### config.mk
export PLATFORM = sky130hd
export DESIGN_NAME = div_ctrl
export DESIGN_NICKNAME = d
export VERILOG_FILES = /design/src/rtl/div_ctrl_pkg.sv /design/src/rtl/div_phase_cnt.sv /design/src/rtl/div_ctrl.sv
export SDC_FILE = /design/constraint.sdc
export NUM_CORES = 1
export LEC_CHECK = 0
export ABC_AREA = 1
export CAP_MARGIN = 20
export CORE_MARGIN = 2
export CORE_UTILIZATION = 50
export CTS_BUF_LIST = sky130_fd_sc_hd__clkbuf_16
export DETAILED_ROUTE_END_ITERATION = 8
export GPL_ROUTABILITY_DRIVEN = 0
export PLACE_DENSITY = 0.71
export SYNTH_ARGS = -nofsm -noshare
export SYNTH_HDL_FRONTEND = slang
export SYNTH_SLANG_ARGS = --single-unit
### constraint.sdc
create_clock -name clk -period 3.4 [get_ports clk]
set_clock_uncertainty 0.15 [all_clocks]
set_input_delay 0.51 -clock clk [delete_from_list [all_inputs] [get_ports clk]]
set_output_delay 0.51 -clock clk [all_outputs]
set_load 0.02 [all_outputs]
### src/rtl/div_ctrl_pkg.sv
// Shared definitions for the runtime-programmable clock-enable generator.
package div_ctrl_pkg;

    typedef enum logic [1:0] {
        ST_STOP = 2'd0,
        ST_RUN  = 2'd1,
        ST_PEND = 2'd2
    } state_t;

    // Smallest divisor that still yields a distinct high and low phase.
    localparam int MIN_DIV = 2;

endpackage

### src/rtl/div_phase_cnt.sv
// Modulo phase counter: counts 0..modulus-1 while enabled, flags the wrap edge.
module div_phase_cnt #(
    parameter int AWIDTH = 20
) (
    input  logic              clk,
    input  logic              rst,
    input  logic              clear,
    input  logic              enable,
    input  logic [AWIDTH-1:0] modulus,
    output logic [AWIDTH-1:0] phase,
    output logic              wrap
);

    logic [AWIDTH-1:0] phase_reg;
    logic [AWIDTH-1:0] phase_next;
    logic              at_end;

    // ">=" rather than "==" keeps the counter bounded even if the modulus shrinks under it.
    assign at_end = (phase_reg >= (modulus - AWIDTH'(1)));
    assign wrap   = enable && !clear && at_end;
    assign phase  = phase_reg;

    always_comb begin
        phase_next = phase_reg;
        if (clear) begin
            phase_next = '0;
        end else if (enable) begin
            phase_next = at_end ? '0 : (phase_reg + AWIDTH'(1));
        end
    end

    always_ff @(posedge clk) begin
        if (rst) begin
            phase_reg <= '0;
        end else begin
            phase_reg <= phase_next;
        end
    end

endmodule

### src/rtl/div_ctrl.sv
// Clock-enable generator whose divisor can be reprogrammed while running;
// updates take effect only at period boundaries so tick/div_out never glitch.
module div_ctrl
    import div_ctrl_pkg::*;
#(
    parameter int AWIDTH      = 20,
    parameter int DEFAULT_DIV = 2
) (
    input  logic              clk,
    input  logic              rst,
    input  logic              run,
    input  logic              cfg_valid,
    input  logic [AWIDTH-1:0] cfg_div,
    output logic              cfg_ready,
    output logic              cfg_applied,
    output logic              cfg_err,
    output logic              tick,
    output logic              div_out,
    output logic              busy
);

    localparam logic [AWIDTH-1:0] DEF_DIV = AWIDTH'(DEFAULT_DIV);
    localparam logic [AWIDTH-1:0] MIN_N   = AWIDTH'(MIN_DIV);

    state_t            state_reg;
    state_t            state_next;
    logic [AWIDTH-1:0] act_div_reg;
    logic [AWIDTH-1:0] act_div_next;
    logic [AWIDTH-1:0] pend_div_reg;
    logic [AWIDTH-1:0] pend_div_next;
    logic              applied_reg;
    logic              applied_next;
    logic              err_reg;
    logic              err_next;

    logic              handshake;
    logic              div_ok;
    logic              accept;
    logic              cnt_en;
    logic              cnt_clear;
    logic              wrap;
    logic              running;
    logic [AWIDTH-1:0] phase;

    assign cfg_ready = (state_reg != ST_PEND);
    assign handshake = cfg_valid && cfg_ready;
    assign div_ok    = (cfg_div >= MIN_N);
    assign accept    = handshake && div_ok;

    // The counter only advances while running and is held at 0 otherwise,
    // so the first cycle after start (or restart) is always phase 0.
    assign running   = (state_reg != ST_STOP);
    assign cnt_en    = running && run;
    assign cnt_clear = !cnt_en;

    div_phase_cnt #(
        .AWIDTH (AWIDTH)
    ) u_phase (
        .clk     (clk),
        .rst     (rst),
        .clear   (cnt_clear),
        .enable  (cnt_en),
        .modulus (act_div_reg),
        .phase   (phase),
        .wrap    (wrap)
    );

    always_comb begin
        state_next    = state_reg;
        act_div_next  = act_div_reg;
        pend_div_next = pend_div_reg;
        applied_next  = 1'b0;
        err_next      = handshake && !div_ok;

        case (state_reg)
            ST_STOP: begin
                if (accept) begin
                    act_div_next = cfg_div;
                    applied_next = 1'b1;
                end
                if (run) begin
                    state_next = ST_RUN;
                end
            end
            ST_RUN: begin
                if (!run) begin
                    // Stopping makes a same-cycle update safe to apply at once.
                    state_next = ST_STOP;
                    if (accept) begin
                        act_div_next = cfg_div;
                        applied_next = 1'b1;
                    end
                end else if (accept) begin
                    pend_div_next = cfg_div;
                    state_next    = ST_PEND;
                end
            end
            ST_PEND: begin
                if (!run) begin
                    state_next   = ST_STOP;
                    act_div_next = pend_div_reg;
                    applied_next = 1'b1;
                end else if (wrap) begin
                    // Pulse lands in the first cycle of the new period, with its tick.
                    state_next   = ST_RUN;
                    act_div_next = pend_div_reg;
                    applied_next = 1'b1;
                end
            end
            default: begin
                state_next = ST_STOP;
            end
        endcase
    end

    always_ff @(posedge clk) begin
        if (rst) begin
            state_reg    <= ST_STOP;
            act_div_reg  <= DEF_DIV;
            pend_div_reg <= DEF_DIV;
            applied_reg  <= 1'b0;
            err_reg      <= 1'b0;
        end else begin
            state_reg    <= state_next;
            act_div_reg  <= act_div_next;
            pend_div_reg <= pend_div_next;
            applied_reg  <= applied_next;
            err_reg      <= err_next;
        end
    end

    // Pure decode of registered state; no input reaches these outputs.
    assign busy        = running;
    assign tick        = running && (phase == '0);
    assign div_out     = running && (phase < (act_div_reg >> 1));
    assign cfg_applied = applied_reg;
    assign cfg_err     = err_reg;

endmodule

After elaboration in Yosys (flattened, before gate mapping)
Index checks and enable logic that the tools add are counted.
- register bits after elaboration: 64
- input port bits: 24
- output and inout bits: 6
- add/subtract/negate cells: 2
- magnitude comparators: 3
- equal/unequal tests: 7
- mux-type cells: 16
- bitwise gates (word level): 1
- reductions and logical operators: 16
- operators by type and width (operator ; number):
    20-bit 2-to-1 mux ; 4
    20-bit case mux with 3 select lines ; 1
    20-bit by 1-bit adder with 20-bit output (second input constant) ; 1
    20-bit by 2-bit >= comparator with 1-bit output (second input constant) ; 1
    20-bit >= comparator ; 1
    20-bit zero test ; 1
    20-bit by 19-bit < comparator with 1-bit output ; 1
    20-bit by 1-bit subtractor with 20-bit output (second input constant) ; 1
    2-bit 2-to-1 mux ; 5
    3-bit AND reduction ; 3
    1-bit logical AND ; 7
    2-bit inequality test (second input constant) ; 3
    2-bit case mux with 3 select lines ; 1
    1-bit 2-to-1 mux ; 4
    3-bit by 2-bit inequality test with 1-bit output (second input constant) ; 1
    3-bit inequality test (second input constant) ; 1
    1-bit case mux with 3 select lines ; 1
    3-bit nonzero test ; 1
    3-bit OR reduction ; 1
    2-bit by 1-bit == test with 1-bit output (second input constant) ; 1
    2-bit == test (second input constant) ; 1
    2-bit zero test ; 1
    2-bit nonzero test ; 1
    1-bit zero test ; 1
    1-bit inverter ; 1

Depth between registers and ports, before layout
- word-level depth: 6
- mapped depth: 22
- depth with buffers taken out: 21

By module
A second synthesis with hierarchy kept.
- cells, all modules: 713
- area, all modules: 4590.7 um^2
- by module, submodules not included (module ; times used ; cells an instance ; area an instance (um^2) ; sequential area each (um^2)):
    div_ctrl ; 1 ; 421 ; 2662.6 ; 880.8
    div_phase_cnt ; 1 ; 292 ; 1928.1 ; 400.4

Least setup slack after synthesis
No wires, ideal clock.
- path type: reg-to-reg
- from: reg act_div_reg[1]
- to: reg act_div_reg[10]
- arrival: 2.523 ns
- path slack: 0.612 ns
- stages on the path, launching flop included: 19
- period minus slack after synthesis: 2.788 ns
- path through: dfxtp_1 > nor2_1 > nand3_1 > nor3_2 > nand3_2 > nor3_2 > nand3_1 > xor2_1 > ha_1 > nand2_1 > nor2_2 > nand2_2 > nor3_1 > nand2_1 > nand2_2 > nand2_2 > buf_6 > a21oi_1 > nor2_1
- word-level cells in the longest chain between the ends: 5
- RTL lines (item ; RTL line ; source):
    start, declared ; div_ctrl.sv:27 ; logic [AWIDTH-1:0] act_div_reg;
    start signal, assigned ; div_ctrl.sv:125 ; act_div_reg <= act_div_next;
    20-bit by 1-bit subtractor with 20-bit output ; div_phase_cnt.sv:19 ; assign at_end = (phase_reg >= (modulus - AWIDTH'(1)));
    20-bit >= comparator ; div_phase_cnt.sv:19 ;
    1-bit logical AND ; div_phase_cnt.sv:20 ; assign wrap = enable && !clear && at_end;
    3-bit by 2-bit inequality test with 1-bit output (no source line) ; -- ;
    3-bit AND reduction (no source line) ; -- ;
No other way between the ends.
A chain may end at the register's enable or synchronous reset.

Worst setup path in the final report
- from: reg act_div_reg[3]
- to: reg act_div_reg[2]
Same word-level chain as after synthesis.

==> results.toml <==
[run_status]
status = "complete, no violations"

[worst_setup_path]
crit_family = "simple AND/OR/NAND/NOR gates"
cp_max_fo = 10
cp-end-kind = "flip-flop"
cp.required_ps = 3460
slowest_delay_ps = 340
cp_slowest_cell = "dfxtp_1"
worst_setup_path_start_kind = "flip-flop"
crit_chain = "nor2_1 > nand3_2 > nor3_4 > nand3_4 > nor3_4 > nand3_1 > xor2_1 > ha_1 > nand2_2 > nor2_2 > buf_4 > nand2_1 > nand3_1 > nor2_2 > nand2_2 > nand2_4 > clkbuf_16 > nand3_1 > nand2_1 > nor2_1"
cpMostUsedCell = "nand3_1"
path_buf_inv = 2
crit_arrival_ps = 3320
path_class = "reg2reg"

[detailed_routing]
routed_via_density = 5.199
via_count = 3941
routedWlPerCell_um = 13.68
drcViolationCount = 0
finalWirelength_um = 10370
drt-initial-drc-count = 216
first_pass_iters = 4
ant_nets = 0

[flow_run]
drv_cap = 0

[finish]
layout_commonest_cell = "nand2_1"
multi_input_area_um2 = 2638
fill_cells = 789
drive_gt1_frac = 0.1103
stdcell_count = 758
layout.nets = 714
regArea_um2 = 1282
final_cell_mix = "108 x nand2_1, 82 x inv_1, 64 x nor2_1"
area_growth_pct = 19.64
n_antenna_cell = 0

[sta]
hold_viol = 0
final.setup.tns_ps = 0
period_minus_slack_ps = 3257
drv_slew = 0
max_freq_mhz = 307.0
period_share = 0.9580
finalSetupViolCount = 0
tightest_slew_ps = 456.2
timing.hold.ws_ps = 307.8
relSlewSlack = 0.6955
setup_ws_ps = 142.8

[yosys]
ys.flop_type = "dfxtp_1"
synth_warnings = 0
synth_cells = 612
synth_fp_nets = 677
syn-cell-area_um2 = 4287
synth_edf_count = 0
ys_seq_area_frac = 0.2989
yosysUniqueCellTypes = 36
avgSynthCellArea_um2 = 7.004
ys_async_sr_fraction = 0
synth-seq-cells = 64

[hold_path]
min_path_type = "reg2reg"

[clock_tree]
h-tree-depth = 3
cts_tree = "yes"
numClockSinks = 64
clkLatencyLatePin_ps = 330
cts_buffers = 9
root_buffer = "clkbuf_16"
cts_buffer_depth = 2
clk_pin_slew_ps = 60

[floorplan]
fp.dieW_um = 96.59
die_height_um = 96.59
ioPinCount = 30
floorplan.initialDensity = 0.5191
rows = 33
core_region_area_um2 = 8258
dieArea_um2 = 9330

[global_route]
grt.overflow.total = 0
grt_pass1_vias = 3774
grt_max_degree = 42
track_usage = 0.2333
antenna_found_initial = 0
grt_first_pass_wirelength_um = 16980

[power]
seqPwrFrac = 0.393
p_leak_nw = 2.335
power_mw = 2.052
pwr_density_cell_nw_per_um2 = 400.1
intPower_mw = 1.483
power_frac_clock = 0.435
swShare = 0.2771
comb_power_share = 0.172
ir_drop_mv = 0.2980
switchingPower_mw = 0.5686

[placement]
dp_hpwl_um = 7536
place_inst = 735
numPortBuffers = 29
dp_slack_ps = 224.1
==> worst reg2reg max path, cell delays in order, from the launching register on <==
cell and delay [ps]:
dfxtp_1 340, nor2_1 140, nand3_2 140, nor3_4 240, nand3_4 130, nor3_4 190, nand3_1 110, xor2_1 190
ha_1 320, nand2_2 90, nor2_2 50, buf_4 130, nand2_1 70, nand3_1 100, nor2_2 190, nand2_2 100
nand2_4 130, clkbuf_16 170, nand3_1 70, nand2_1 70, nor2_1 40
==> power groups by stage <==
stage	combinational, mW	clock (mW)	sequential (mW)
after floorplan	0.229	0	0.817
after global placement	0.317	0	0.820
after detailed placement	0.326	0	0.821
after CTS	0.331	0.902	0.805
after global routing	0.399	0.938	0.810
final	0.352	0.893	0.807
==> per-layer routing <==
metal	track usage	share of wire	vias up
li1	-	-	2060
met1	0.3024	0.48	1786
met2	0.3964	0.47	81
met3	0.05275	0.037	14
met4	0.05164	0.011	0
met5	0	0	-
==> layout make-up <==
cell class	count	share of cell area
Multi-Input combinational cell	444	0.5143
Sequential cell	64	0.2501
Timing Repair Buffer	47	0.09344
Inverter	83	0.06075
Clock buffer	9	0.04391
Tap cell	105	0.02562
Clock inverter	6	0.01195
==> cells by family (layout without fill, tap and decap cells) <==
| group | after synthesis | after routing | share of synthesized area |
|---|---|---|---|
| AOI/OAI and AO/OA | 102 | 102 | 0.1226 |
| adders and majority gates | 41 | 41 | 0.1197 |
| xor gates and xnor gates | 30 | 30 | 0.06130 |
| DFF | 64 | 64 | 0.2989 |
| and+or+nand+nor | 271 | 271 | 0.2957 |
| buffers and inverters | 104 | 145 | 0.1019 |
==> metrics by stage <==
step	cell area, um2	util
floorplan	4287	-
global placement	4671	0.5656
detailed placement	4671	0.5656
CTS	4957	0.6003
global route	5129	0.6211
finish	5129	0.6211
==> timing repair <==
item                                    4_1_cts  5_1_grt
setup buffers                                 0        5
hold buffers                                  0        0
endpoints found under the hold margin         0        0
endpoints found under the setup margin        0       23
resized for setup                             0       17
==> cells in the mapped netlist, drive strengths merged (3+ instances only) <==
library cell	number	area (um2)
nand4	11	90.08
dfxtp	64	1281
xor2	22	192.7
clkbuf	4	16.26
buf	17	108.9
ha	41	513.0
nand3	44	230.2
inv	83	311.6
or2	3	18.77
nand2	114	445.4
nor3	13	85.08
nor2	76	327.8
xnor2	8	70.07
o21ai	42	210.2
nor4	9	62.56
a21oi	56	284.0
==> path summary, 6_finish.rpt <==
path	end	startpoint	cells after the start	slack [ps]
worst max-delay path	act_div_reg[2]	act_div_reg[3]	20	140
worst min-delay path	pend_div_reg[17]	pend_div_reg[17]	2	310
worst max register to register	act_div_reg[2]	act_div_reg[3]	20	140
worst min register to register	pend_div_reg[17]	pend_div_reg[17]	2	310
No activity file was read; power rests on OpenSTA's default activity.
